==> config.mk <==
export PLATFORM = sky130hd
export DESIGN_NAME = fxp8s_pe_seq
export DESIGN_NICKNAME = d
export VERILOG_FILES = /design/src/rtl/fxp8s_pkg.sv /design/src/rtl/fxp8s_sel_dec.sv /design/src/rtl/fxp8s_pe_seq.sv
export SDC_FILE = /design/constraint.sdc
export NUM_CORES = 1
export LEC_CHECK = 0
export CAP_MARGIN = 5
export CORE_MARGIN = 8
export CORE_UTILIZATION = 39
export DETAILED_ROUTE_END_ITERATION = 10
export HOLD_SLACK_MARGIN = 0.08
export PLACE_DENSITY_LB_ADDON = 0.12
export SLEW_MARGIN = 30
export SYNTH_ARGS = -nofsm -noshare
export SYNTH_HDL_FRONTEND = slang
export SYNTH_SLANG_ARGS = --single-unit
==> constraint.sdc <==
create_clock -name clk -period 1.8 [get_ports clk]
set_input_delay 0.45 -clock clk [delete_from_list [all_inputs] [get_ports clk]]
set_output_delay 0.45 -clock clk [all_outputs]
set_load 0.005 [all_outputs]
==> src/rtl/fxp8s_pkg.sv <==
// Shared constants and state type for the fxp8s PE sequencer.
// Defining FXP8S_SEQ_CLR_EN adds the CLR state used by the CLEAR command.
package fxp8s_pkg;

    localparam int FXP8S_WIDTH     = 8;
    localparam int FXP8S_DRAIN_CYC = 3;

    localparam logic [1:0] OP_ROW   = 2'd0;
    localparam logic [1:0] OP_COL   = 2'd1;
    localparam logic [1:0] OP_READ  = 2'd2;
    localparam logic [1:0] OP_CLEAR = 2'd3;

    typedef enum logic [1:0] {
        ST_IDLE = 2'd0,
        ST_RD   = 2'd1,
        ST_RSP  = 2'd2
`ifdef FXP8S_SEQ_CLR_EN
        , ST_CLR = 2'd3
`endif
    } seq_state_t;

endpackage

==> src/rtl/fxp8s_sel_dec.sv <==
// NPE-wide one-hot select decoder with an all-ones override.
// Indices at or above NPE decode to zero, so an out-of-range select enables nothing.
module fxp8s_sel_dec #(
    parameter int NPE   = 4,
    parameter int SEL_W = 2
) (
    input  logic             en,
    input  logic             sel_all,
    input  logic [SEL_W-1:0] sel,
    output logic [NPE-1:0]   onehot
);

    genvar gi;
    generate
        for (gi = 0; gi < NPE; gi++) begin : g_bit
            assign onehot[gi] = en & (sel_all | (sel == SEL_W'(gi)));
        end
    endgenerate

endmodule

==> src/rtl/fxp8s_pe_seq.sv <==
// Command sequencer for a column of fxp8s_pe elements sharing one input and one output bus.
// Build option FXP8S_SEQ_CLR_EN enables the CLEAR command (PE reset pulse); otherwise op 3 is a no-op.
module fxp8s_pe_seq
    import fxp8s_pkg::*;
#(
    parameter  int NPE       = 4,
    parameter  int DRAIN_CYC = FXP8S_DRAIN_CYC,
    localparam int SEL_W     = (NPE > 1) ? $clog2(NPE) : 1
) (
    input  logic                   clk,
    input  logic                   rst,
    input  logic                   cmd_valid,
    output logic                   cmd_ready,
    input  logic [1:0]             cmd_op,
    input  logic [SEL_W-1:0]       cmd_sel,
    input  logic                   cmd_all,
    input  logic [FXP8S_WIDTH-1:0] cmd_data,
    output logic                   pe_in_row,
    output logic [NPE-1:0]         pe_en_in,
    output logic [FXP8S_WIDTH-1:0] pe_in_data,
    output logic [NPE-1:0]         pe_en_out,
    input  logic [FXP8S_WIDTH-1:0] pe_out_data,
    output logic                   pe_rstn,
    output logic                   rsp_valid,
    input  logic                   rsp_ready,
    output logic [FXP8S_WIDTH-1:0] rsp_data,
    output logic [SEL_W-1:0]       rsp_sel,
    output logic                   busy
);

    localparam int                 DRAIN_W    = (DRAIN_CYC > 0) ? $clog2(DRAIN_CYC + 1) : 1;
    localparam logic [DRAIN_W-1:0] DRAIN_LOAD = DRAIN_W'(DRAIN_CYC);
    localparam logic [SEL_W-1:0]   LAST_IDX   = SEL_W'(NPE - 1);

    seq_state_t             state_reg, state_next;
    logic [DRAIN_W-1:0]     drain_reg, drain_next;
    logic [SEL_W-1:0]       idx_reg, idx_next;
    logic                   rd_all_reg, rd_all_next;
    logic [NPE-1:0]         en_in_reg, en_in_next;
    logic                   in_row_reg, in_row_next;
    logic [FXP8S_WIDTH-1:0] in_data_reg, in_data_next;
    logic                   rstn_reg, rstn_next;
    logic [FXP8S_WIDTH-1:0] rsp_data_reg, rsp_data_next;

    logic           draining;
    logic           accept;
    logic           is_wr;
    logic [NPE-1:0] en_in_dec;

    // Reads and clears must wait for in-flight products to settle in the accumulators.
    assign draining  = (drain_reg != '0);
    assign cmd_ready = (state_reg == ST_IDLE) && !rst &&
                       !(draining && (cmd_op == OP_READ || cmd_op == OP_CLEAR));
    assign accept    = cmd_valid && cmd_ready;
    assign is_wr     = accept && (cmd_op == OP_ROW || cmd_op == OP_COL);

    fxp8s_sel_dec #(.NPE(NPE), .SEL_W(SEL_W)) u_dec_in (
        .en      (is_wr),
        .sel_all (cmd_all),
        .sel     (cmd_sel),
        .onehot  (en_in_dec)
    );

    fxp8s_sel_dec #(.NPE(NPE), .SEL_W(SEL_W)) u_dec_out (
        .en      (state_reg == ST_RD),
        .sel_all (1'b0),
        .sel     (idx_reg),
        .onehot  (pe_en_out)
    );

    always_comb begin
        state_next    = state_reg;
        drain_next    = draining ? drain_reg - DRAIN_W'(1) : drain_reg;
        idx_next      = idx_reg;
        rd_all_next   = rd_all_reg;
        en_in_next    = en_in_dec;
        in_row_next   = is_wr && (cmd_op == OP_ROW);
        in_data_next  = is_wr ? cmd_data : '0;
        rstn_next     = 1'b1;
        rsp_data_next = rsp_data_reg;

        case (state_reg)
            ST_IDLE: begin
                if (accept) begin
                    case (cmd_op)
                        OP_COL: drain_next = DRAIN_LOAD;
                        OP_READ: begin
                            state_next  = ST_RD;
                            idx_next    = cmd_all ? '0 : cmd_sel;
                            rd_all_next = cmd_all;
                        end
`ifdef FXP8S_SEQ_CLR_EN
                        OP_CLEAR: begin
                            state_next = ST_CLR;
                            rstn_next  = 1'b0;
                            drain_next = '0;
                        end
`endif
                        default: ;
                    endcase
                end
            end
            ST_RD: begin
                // Nothing drives the bus for an out-of-range index, so report zero instead.
                rsp_data_next = (|pe_en_out) ? pe_out_data : '0;
                state_next    = ST_RSP;
            end
            ST_RSP: begin
                if (rsp_ready) begin
                    if (rd_all_reg && idx_reg != LAST_IDX) begin
                        idx_next   = idx_reg + SEL_W'(1);
                        state_next = ST_RD;
                    end else begin
                        state_next = ST_IDLE;
                    end
                end
            end
`ifdef FXP8S_SEQ_CLR_EN
            ST_CLR: state_next = ST_IDLE;
`endif
            default: state_next = ST_IDLE;
        endcase
    end

    always_ff @(posedge clk) begin
        if (rst) begin
            state_reg    <= ST_IDLE;
            drain_reg    <= '0;
            idx_reg      <= '0;
            rd_all_reg   <= 1'b0;
            en_in_reg    <= '0;
            in_row_reg   <= 1'b0;
            in_data_reg  <= '0;
            rstn_reg     <= 1'b0;
            rsp_data_reg <= '0;
        end else begin
            state_reg    <= state_next;
            drain_reg    <= drain_next;
            idx_reg      <= idx_next;
            rd_all_reg   <= rd_all_next;
            en_in_reg    <= en_in_next;
            in_row_reg   <= in_row_next;
            in_data_reg  <= in_data_next;
            rstn_reg     <= rstn_next;
            rsp_data_reg <= rsp_data_next;
        end
    end

    assign pe_en_in   = en_in_reg;
    assign pe_in_row  = in_row_reg;
    assign pe_in_data = in_data_reg;
    assign pe_rstn    = rstn_reg;
    assign rsp_valid  = (state_reg == ST_RSP);
    assign rsp_data   = rsp_data_reg;
    assign rsp_sel    = idx_reg;
    assign busy       = (state_reg != ST_IDLE) || draining;

endmodule

Word level (Yosys, flattened, before mapping). Cells that the tools add are included.

Memory bits (writable): 0. Memory bits (read-only): 0. Latch bits: 0. Memories: 0. Bits in registers: 29.

Shifts and indexed selects: 0. Add/sub/neg operators: 2. Equality and inequality tests: 16. $lt $le $gt $ge: 0. Reductions and logical operators: 24. Div/mod/pow operators: 0. Mux-type cells: 17. Bitwise logic cells: 13. Multiply operators: 0.

Operator list (number): $mux 2 (12); $eq 2x2->1 const B (7); $and 1x1->1 (8); $eq 2x1->1 const B (4); $logic_not 2->1 (4); $mux 8 (1); $logic_and 1x1->1 (7); $ne 2x1->1 const B (3); $pmux 2 s3 (1); $reduce_and 3->1 (2); $reduce_bool 2->1 (3); $reduce_and 5->1 (1); $ne 2x2->1 const B (2); $or 1x1->1 (4); $pmux 2 s2 (1); $reduce_or 4->1 (1); $logic_or 1x1->1 (3); $add 2x1->2 const B (1); $logic_not 1->1 (2); $mux 1 (2); $reduce_or 2->1 (1); $sub 2x1->2 const B (1); $not 1->1 (1).

Longest topological paths before layout.
Word-level depth: 9. Mapped depth: 6. Depth with buffers taken out: 6.

Hierarchy. From an unflattened synthesis, not the netlist that was laid out.

Cell total of the unflattened synthesis: 122. Area total of the unflattened synthesis: 1187.4 um2.

Modules (own cells, without submodules): fxp8s_pe_seq (area each 1087.3 um2, cells each 106, times used 1); fxp8s_sel_dec (area each 50.0 um2, cells each 8, times used 2).

Worst setup path before layout. No wires, ideal clock.

Path kind: reg2reg. Start point: register idx_reg[0], in the netlist rsp_sel[0]. End point: register rsp_data_reg[0], in the netlist rsp_data[0]. Path buffers: 0. Path slack: 0.376 ns. Cell stages (with the launch flop): 7. Clock period less this slack: 1.424 ns. Required time: 1.672 ns. Arrival: 1.297 ns. Cell sequence: dfxtp_1 inv_1 ha_1 nor4_1 nor2_2 a22oi_1 nor2_1.

Word-level cells in the longest chain between the ends: 4. Elaborated cells on any way between the ends: 10. Those cells by class: eq/ne (3); mux (1); bitwise (4); reduce/logical (2).

RTL lines: from (decl) (RTL line fxp8s_pe_seq.sv:37) `logic [SEL_W-1:0] idx_reg, idx_next;`; from (signal assigned) (RTL line fxp8s_pe_seq.sv:139) `idx_reg <= idx_next;`; $eq 2x1->1 (tied with other cells) (RTL line fxp8s_sel_dec.sv:16) `assign onehot[gi] = en & (sel_all | (sel == SEL_W'(gi)));`; $and 1x1->1 (RTL line fxp8s_sel_dec.sv:16); $reduce_or 4->1 (*) (RTL line fxp8s_pe_seq.sv:105) `rsp_data_next = (|pe_en_out) ? pe_out_data : '0;`; $mux 8 (*) (RTL line fxp8s_pe_seq.sv:105); to (signal assigned) (RTL line fxp8s_pe_seq.sv:145) `rsp_data_reg <= rsp_data_next;`; to (decl) (RTL line fxp8s_pe_seq.sv:43) `logic [FXP8S_WIDTH-1:0] rsp_data_reg, rsp_data_next;`.

Every way passes the cells marked *; elsewhere a longest branch is shown, timed or not. A chain may end at the register's enable or synchronous reset.

Worst setup path after layout.
Start point: register state_reg[1]. End point: output port busy.

Word-level cells in the longest chain between the ends: 2.

RTL lines: from (decl) (RTL line fxp8s_pe_seq.sv:35) `seq_state_t state_reg, state_next;`; from (signal assigned) (RTL line fxp8s_pe_seq.sv:137) `state_reg <= state_next;`; $reduce_bool 2->1 (RTL line fxp8s_pe_seq.sv:156) `assign busy = (state_reg != ST_IDLE) || draining;`; $logic_or 1x1->1 (RTL line fxp8s_pe_seq.sv:156); to (decl) (RTL line fxp8s_pe_seq.sv:28) `output logic busy`.

Every way passes these cells.

==> results.toml <==
[global_routing]
track_usage_pct = 13.0
gr-total-overflow = 0
grt_pass1_vias = 1136
antenna_found_initial = 0
grt_max_degree = 19
grt_pass1_wl_microns = 5170

[drt]
drt_iter0_drc = 86
ant_nets = 0
vias = 1109
vias_per_cell = 4.95
routedWlPerCell_microns = 14.5
drc = 0
wirelength_microns = 3260
dr.pass1.iters = 4

[timing]
maxSlewHeadroom_pct = 70.7
rsz0062_at_grt = "true"
fin_crit_ns = 1.79
timing.final.crit_share_pct = 99.6
skew_ns = 0.0178
max_freq_mhz = 558
worstMarginPinSlew_ns = 0.435
finalSetupViolCount = 0
fin_setup_tns_ns = 0
finalHoldViolations = 0
maxSlewViolCount = 0

[status]
status = "finished clean"

[floorplan]
initial_utilization_pct = 41.1
dieArea_sq_um = 4880
die_w_microns = 69.9
rows = 19
io_pins = 56
chipHeight_microns = 69.9
coreArea_sq_um = 2760

[clock_tree]
clkSinkCount = 29
postCtsHoldBufs = 0
cts_max_level = 2
clkLatencyLatePin_ns = 0.33
clockRootBuffer = "clkbuf_4"
clk_pin_slew_ns = 0.10
cts_buffers = 5
cts_tree = "yes"
cts_buffer_depth = 2

[flow_run]
max_cap_viol_count = 0

[min_path]
hold_class = "reg2reg"
min_from = "rd_all_reg"

[synth]
synth.most_common_cell = "dfxtp_1"
synth_common_cells = "dfxtp_1 (29), nor2_1 (20), and2_1 (12)"
yosys.area.top_type = "dfxtp_1"
synth_edf_count = 0
ys.flop_type = "dfxtp_1"
syn-mean-instance-area_sq_um = 9.60
ys_seq_elements = 29
netlist_instances = 118
synth.distinct_cells = 27
synth.net_count = 147
ys_warn_count = 0
synth.top_cell.area_share_pct = 51.3
synthTopCellsByArea = "dfxtp_1 (51%), and2_1 (6.6%), nor2_1 (6.6%)"
syn_area_sq_um = 1130
async_reset_ff_share_pct = 0
yosysSeqAreaShare_pct = 51.3

[power_and_ir_drop]
p_seq_share_pct = 51.6
power.switching_mw = 0.295
pwr-share-comb_pct = 13.1
total_power_mw = 1.28
p_int_mw = 0.989
peakVddDrop_v = 0.000526
power.density_nw_per_um2 = 670
power_frac_clock_pct = 35.4
leakage_nw = 0.827
swShare_pct = 22.9

[worst_setup_path]
critical_path_class = "reg2out"
start_kind = "register"
crit_path_end_kind = "primary output"
cp.arrival_ns = 1.34
path_max_fanout = 4
worstSetupStartpoint = "state_reg[1]"
cp.required_ns = 1.35
r2r_start = "rsp_sel[0]"

[cells_and_area]
fin_cells = 224
syn_to_final_growth_pct = 69.2
fin_util_pct = 69.5
drive_above_1_share_pct = 24.9
antenna-diode-count = 0
nNetsFinal = 221

[placement]
place_hpwl_microns = 2440
portBuffers = 55
dp_cells = 210
gp_congestion = 0.750
cells in the final DEF, fill, tap and decap left out, drive strengths merged, types with 2 or more instances in the layout:
master / synthesis / routed
o21ai: 2 / 2
nand2b: 6 / 6
dfxtp: 29 / 29
clkbuf: 1 / 9
ha: 4 / 4
buf: 3 / 20
inv: 5 / 5
a22oi: 8 / 8
dlymetal6s2s: 0 / 2
nand2: 5 / 5
nor4b: 3 / 3
nor2: 21 / 21
a21oi: 6 / 6
clkdlybuf4s50: 0 / 46
nand3: 2 / 2
and2: 12 / 12
power by group through the flow:
| stage | Combinational [mW] | Clock (mW) | Sequential (mW) |
|---|---|---|---|
| final | 0.168 | 0.454 | 0.662 |
| after global routing | 0.180 | 0.494 | 0.664 |
| after CTS | 0.164 | 0.464 | 0.662 |
| after detailed placement | 0.161 | 0 | 0.679 |
| after global placement | 0.158 | 0 | 0.678 |
| after floorplan | 0.0482 | 0 | 0.680 |
path summary, 6_finish.rpt:
path | endpoint | slack [ns] | cells after the start
worst max-delay path | busy | 0.007 | 2
worst max register to register | rsp_data[0] | 0.16 | 7
worst min-delay path | rd_all_reg | 0.48 | 2
worst min register to register | rd_all_reg | 0.48 | 2
through the flow:
stage                     hold slack [ns]  cell area [sq um]  setup slack, ns
after floorplan                     0.436               1130            0.376
final                               0.479               1920          0.00667
after detailed placement            0.457               1780           -0.398
after global placement              0.455               1780           -0.389
after global routing                0.504               1920          -0.0265
after CTS                           0.472               1890          -0.0534
logic make-up after synthesis:
logic type               count (synthesis)  share of synthesized area, %
AO/OA/AOI/OAI                           21                          14.0
flip-flops                              29                          51.3
AND/OR/NAND/NOR                         55                          27.0
adder cells (fa/ha/maj)                  4                          4.42
buffers and inverters                    9                          3.31
final cells by class:
type,count,area (sq um)
inverter,5,18.8
clock inverter,1,5.00
sequential,29,591
clock buffer,7,65.1
multi-input combinational,80,546
timing repair buffer,71,652
fill,226,842
tap,31,38.8
per-layer routing:
layer	GRT usage [%]	vias to the layer above	wire length, microns
met3	5.65	10	232
met2	23.2	33	1670
met4	7.59	0	91
met5	0	-	0
li1	-	546	-
met1	11.8	520	1260
critical path, cell delays in order (launching register included):
cell	delay (ns)
dfxtp_4	0.38
or4_1	0.49
buf_2	0.14
repair_timing:
action                     4_1_cts  5_1_grt
setup endpoints to repair        7        9
pin swaps                        0        1
resized for setup               33       10
buffers inserted                 3        3
(Power assumes the default switching activity.)
==> RTL edit 1, RTL diff (config.mk and constraints unchanged) <==
The 3 states of `seq_state_t` get a one-hot encoding in 3 bits.
--- a/src/rtl/fxp8s_pkg.sv
+++ b/src/rtl/fxp8s_pkg.sv
@@ -10,10 +10,10 @@
     localparam logic [1:0] OP_READ  = 2'd2;
     localparam logic [1:0] OP_CLEAR = 2'd3;
 
-    typedef enum logic [1:0] {
-        ST_IDLE = 2'd0,
-        ST_RD   = 2'd1,
-        ST_RSP  = 2'd2
+    typedef enum logic [2:0] {
+        ST_IDLE = 3'b001,
+        ST_RD   = 3'b010,
+        ST_RSP  = 3'b100
 `ifdef FXP8S_SEQ_CLR_EN
         , ST_CLR = 2'd3
 `endif
Function: no difference found for any inputs over 10 cycles, from zero or initial values and one cycle with rst high; not proved beyond that.
==> RTL edit 1 against the original RTL <==
The flow now finishes with violations (setup timing). Clock power grew 8.1%. Count of clock-buffer cells in the layout grew 1. Via count increased by 2.1%. Die area increased by 2.1%. Total power is 3.4% higher. Setup slack worse by 0.13 ns. Area after synthesis rose by 2.8%. Routed wire length is 5.1% higher. Combinational power is 8% lower. Sequential share of layout area decreased by 0.79 points. Sequential cell count up 1. Design area is 5.7% higher. Global-route usage up 1.0 points. Highest routed layer unchanged.
==> RTL edit 1: results <==
<?xml version="1.0" encoding="UTF-8"?>
<metrics>
  <group name="outcome">
    <metric name="status" unit="">finished, violations left</metric>
    <metric name="failed_checks" unit="">setup timing</metric>
  </group>
  <group name="sta">
    <metric name="setup_viol_count_final" unit="">5</metric>
    <metric name="relSlewSlack" unit="%">81.51</metric>
    <metric name="worst_slack" unit="ns">-0.1208</metric>
    <metric name="finalClockSkew" unit="ns">0.01131</metric>
  </group>
  <group name="logic_synthesis">
    <metric name="syn_area_per_cell" unit="um^2">9.778</metric>
    <metric name="yosysUniqueCellTypes" unit="">30</metric>
    <metric name="synth-seq-area-share" unit="%">51.61</metric>
    <metric name="synth.area.mux_share" unit="%">0.8602</metric>
    <metric name="post_synth_fa_ha_maj_area_fraction" unit="%">4.301</metric>
    <metric name="synthesis.nets" unit="">148</metric>
  </group>
  <group name="finish">
    <metric name="final_design_area_no_fill" unit="mm^2">0.002024</metric>
    <metric name="layout.clock_buffers" unit="">8</metric>
    <metric name="drive_above_1_share" unit="%">27.84</metric>
    <metric name="multi_input_comb_area" unit="um^2">591.8</metric>
    <metric name="num-fill-cells" unit="">237</metric>
    <metric name="final_net_count" unit="">222</metric>
    <metric name="flops_and_latches" unit="">30</metric>
    <metric name="area_share_clock_buf_inv" unit="%">3.894</metric>
  </group>
  <group name="global_routing">
    <metric name="grt.met1_usage" unit="%">14.33</metric>
    <metric name="via_count_of_the_first_global_routing_pass" unit="">1179</metric>
    <metric name="global_route.usage.met3" unit="%">7.910</metric>
    <metric name="grt_max_degree" unit="">16</metric>
  </group>
  <group name="route">
    <metric name="met2_wirelength" unit="um">1712</metric>
    <metric name="first_pass_iters" unit="">5</metric>
  </group>
  <group name="worst_setup_path">
    <metric name="reg2reg_from" unit="">state_reg[1]</metric>
    <metric name="depth_of_the_most_critical_reg_to_reg_path" unit="">4</metric>
    <metric name="worst_ep_arrival_time" unit="ns">2.14</metric>
    <metric name="timing.critical_path.from" unit="">rst</metric>
    <metric name="critPathMaxFanout" unit="">5</metric>
  </group>
  <group name="place">
    <metric name="gpl.final_weighted_congestion" unit="">0.8619</metric>
    <metric name="placement.cell_area" unit="mm^2">0.001823</metric>
  </group>
  <group name="power_and_ir_drop">
    <metric name="reported_sequential_group_power" unit="W">0.000683</metric>
  </group>
</metrics>
-- RTL edit 1: cell count changes after synthesis, moves of 2 or more --
cell                       delta
sky130_fd_sc_hd__buf_2        -3
sky130_fd_sc_hd__clkbuf_1     +2
sky130_fd_sc_hd__nand2b_1     -4
sky130_fd_sc_hd__nor2_1       -9
sky130_fd_sc_hd__nor2b_1      +5
sky130_fd_sc_hd__nor3b_1      +4
sky130_fd_sc_hd__o21a_1       +3
-- RTL edit 1: critical path, stage by stage --
cell	delay [ns]
sky130_fd_sc_hd__clkdlybuf4s15_1	0.18
sky130_fd_sc_hd__or4b_4	0.56
sky130_fd_sc_hd__or4_4	0.55
sky130_fd_sc_hd__and3_4	0.18
sky130_fd_sc_hd__o31a_1	0.23
-- RTL edit 1: repair_timing --
item / 4_1_cts / 5_1_grt
endpoints found under the setup margin: 10 / 14
pin swaps: 4 / 6
setup buffers: 4 / 0
gates resized for setup: 42 / 20
endpoints found under the hold margin: 0 / 0
==> RTL edit 2, RTL diff (same settings) <==
Made on the original files. `FXP8S_DRAIN_CYC`: 3 -> 2.
--- a/src/rtl/fxp8s_pkg.sv
+++ b/src/rtl/fxp8s_pkg.sv
@@ -3,7 +3,7 @@
 package fxp8s_pkg;
 
     localparam int FXP8S_WIDTH     = 8;
-    localparam int FXP8S_DRAIN_CYC = 3;
+    localparam int FXP8S_DRAIN_CYC = 2;
 
     localparam logic [1:0] OP_ROW   = 2'd0;
     localparam logic [1:0] OP_COL   = 2'd1;
Function: changed (Yosys sat finds a counterexample within 4 cycles, from zero or initial values and one cycle with rst high).
==> RTL edit 2 against the original RTL <==
Design area increased by 0.85%. Combinational power increased by 2%. Clock power decreased by 18%. Sequential power about the same. Total power decreased by 5.8%. Area after synthesis increased by 0.99%. Sequential cell count unchanged. Setup slack got worse by 0.0033 ns. Synthesized cell count decreased by 2.5%. Routed wire length decreased by 2.3%. Largest cell class unchanged.
==> RTL edit 2: results <==
<?xml version="1.0" encoding="UTF-8"?>
<metrics>
  <group name="power_and_ir_drop">
    <metric name="combinationalPowerShare" unit="%">14.2</metric>
    <metric name="total_switching_power" unit="W">0.0002958</metric>
    <metric name="clkPwrFrac" unit="%">30.9</metric>
    <metric name="p_leak" unit="nW">0.7907</metric>
    <metric name="p_comb" unit="W">0.000172</metric>
    <metric name="ir_drop" unit="uV">515.0</metric>
  </group>
  <group name="finish">
    <metric name="final_net_count" unit="">216</metric>
    <metric name="num-fill-cells" unit="">231</metric>
    <metric name="drive_above_1_share" unit="%">25.53</metric>
  </group>
  <group name="sta">
    <metric name="finalClockSkew" unit="ns">0.006165</metric>
    <metric name="holdWs" unit="ns">0.5203</metric>
    <metric name="worst_slew_pin_slew" unit="ns">0.4123</metric>
  </group>
  <group name="worst_setup_path">
    <metric name="rr_endpoint" unit="">rsp_data[4]</metric>
    <metric name="endpoint_of_the_worst_setup_timing_path" unit="">busy</metric>
    <metric name="setup.reg_to_reg.worst_slack" unit="ns">0.21</metric>
  </group>
  <group name="route">
    <metric name="via_per_inst" unit="">4.840</metric>
    <metric name="detail_route.iter0.violations" unit="">23</metric>
    <metric name="routed-via-count" unit="">1060</metric>
    <metric name="wirelength" unit="um">3182</metric>
  </group>
  <group name="place">
    <metric name="gpl.final_weighted_congestion" unit="">0.7443</metric>
    <metric name="dp_hpwl" unit="um">2434</metric>
    <metric name="placed_cells_incl_taps" unit="">207</metric>
  </group>
  <group name="clock_tree">
    <metric name="cts_buffer_depth" unit="">2</metric>
  </group>
  <group name="logic_synthesis">
    <metric name="synthesis.nets" unit="">144</metric>
    <metric name="synth_common_cells" unit="">sky130_fd_sc_hd__dfxtp_1, sky130_fd_sc_hd__nor2_1, sky130_fd_sc_hd__and2_1</metric>
    <metric name="synth.area.top_cells" unit="">sky130_fd_sc_hd__dfxtp_1, sky130_fd_sc_hd__nor2_1, sky130_fd_sc_hd__and2_1, sky130_fd_sc_hd__a22oi_1, sky130_fd_sc_hd__ha_1</metric>
    <metric name="syn_area_per_cell" unit="um^2">9.944</metric>
    <metric name="synth-seq-area-share" unit="%">50.77</metric>
    <metric name="yosysUniqueCellTypes" unit="">29</metric>
  </group>
  <group name="global_routing">
    <metric name="grt_usage" unit="%">13.13</metric>
    <metric name="grt_max_degree" unit="">18</metric>
    <metric name="grt_first_pass_wirelength" unit="um">5354</metric>
  </group>
  <group name="min_path">
    <metric name="worstHoldEndpoint" unit="">rsp_data[3]</metric>
  </group>
  <group name="outcome">
    <metric name="status" unit="">complete, no violations</metric>
  </group>
</metrics>
-- RTL edit 2: critical path: stages (launching register included) --
cell and delay [ns]:
sky130_fd_sc_hd__dfxtp_4 0.37, sky130_fd_sc_hd__or4_4 0.53, sky130_fd_sc_hd__buf_6 0.13
-- RTL edit 2: stage by stage --
stage          setup WS, ns  cell area (um^2)  util [%]
2_1_floorplan        0.2780              1144         -
3_3_place_gp        -0.3942              1789     64.33
3_5_place_dp        -0.4159              1789     64.33
4_1_cts            -0.09019              1923     69.14
5_1_grt            -0.02427              1932     69.46
6_report           0.003376              1932     69.46
-- RTL edit 2: final cells by class --
class                           count  area, um^2  area share, %
Timing Repair Buffer               69       646.9          33.48
Sequential cell                    29       590.6          30.57
Multi-Input combinational cell     76       575.6          29.79
Tap cell                           31       38.79          2.008
Clock buffer                        5       37.54          1.943
Inverter                            6       25.02          1.295
Clock inverter                      3       17.52         0.9067
-- RTL edit 2: layer usage --
| metal | up-vias | wire length [um] | track usage [%] |
|---|---|---|---|
| li1 | 535 | - | - |
| met1 | 481 | 1368 | 14.78 |
| met2 | 42 | 1526 | 21.62 |
| met3 | 2 | 274 | 6.780 |
| met4 | 0 | 12 | 2.679 |
| met5 | - | 0 | 0 |
-- RTL edit 2: repair_timing --
item,CTS,global route
buffers inserted,5,1
pin swaps,3,2
cloned,0,0
setup endpoints to repair,7,7
resized for setup,37,9
-- RTL edit 2: cell families (layout without fill, tap and decap cells) --
group	Yosys count	in the layout	share of synthesized area [%]
adder cells (fa/ha/maj)	4	4	4.377
buffers and inverters	10	83	3.610
AO/OA/AOI/OAI	20	20	14.77
flip-flops	29	29	50.77
AND/OR/NAND/NOR	51	51	25.60
multiplexers	1	1	0.8753
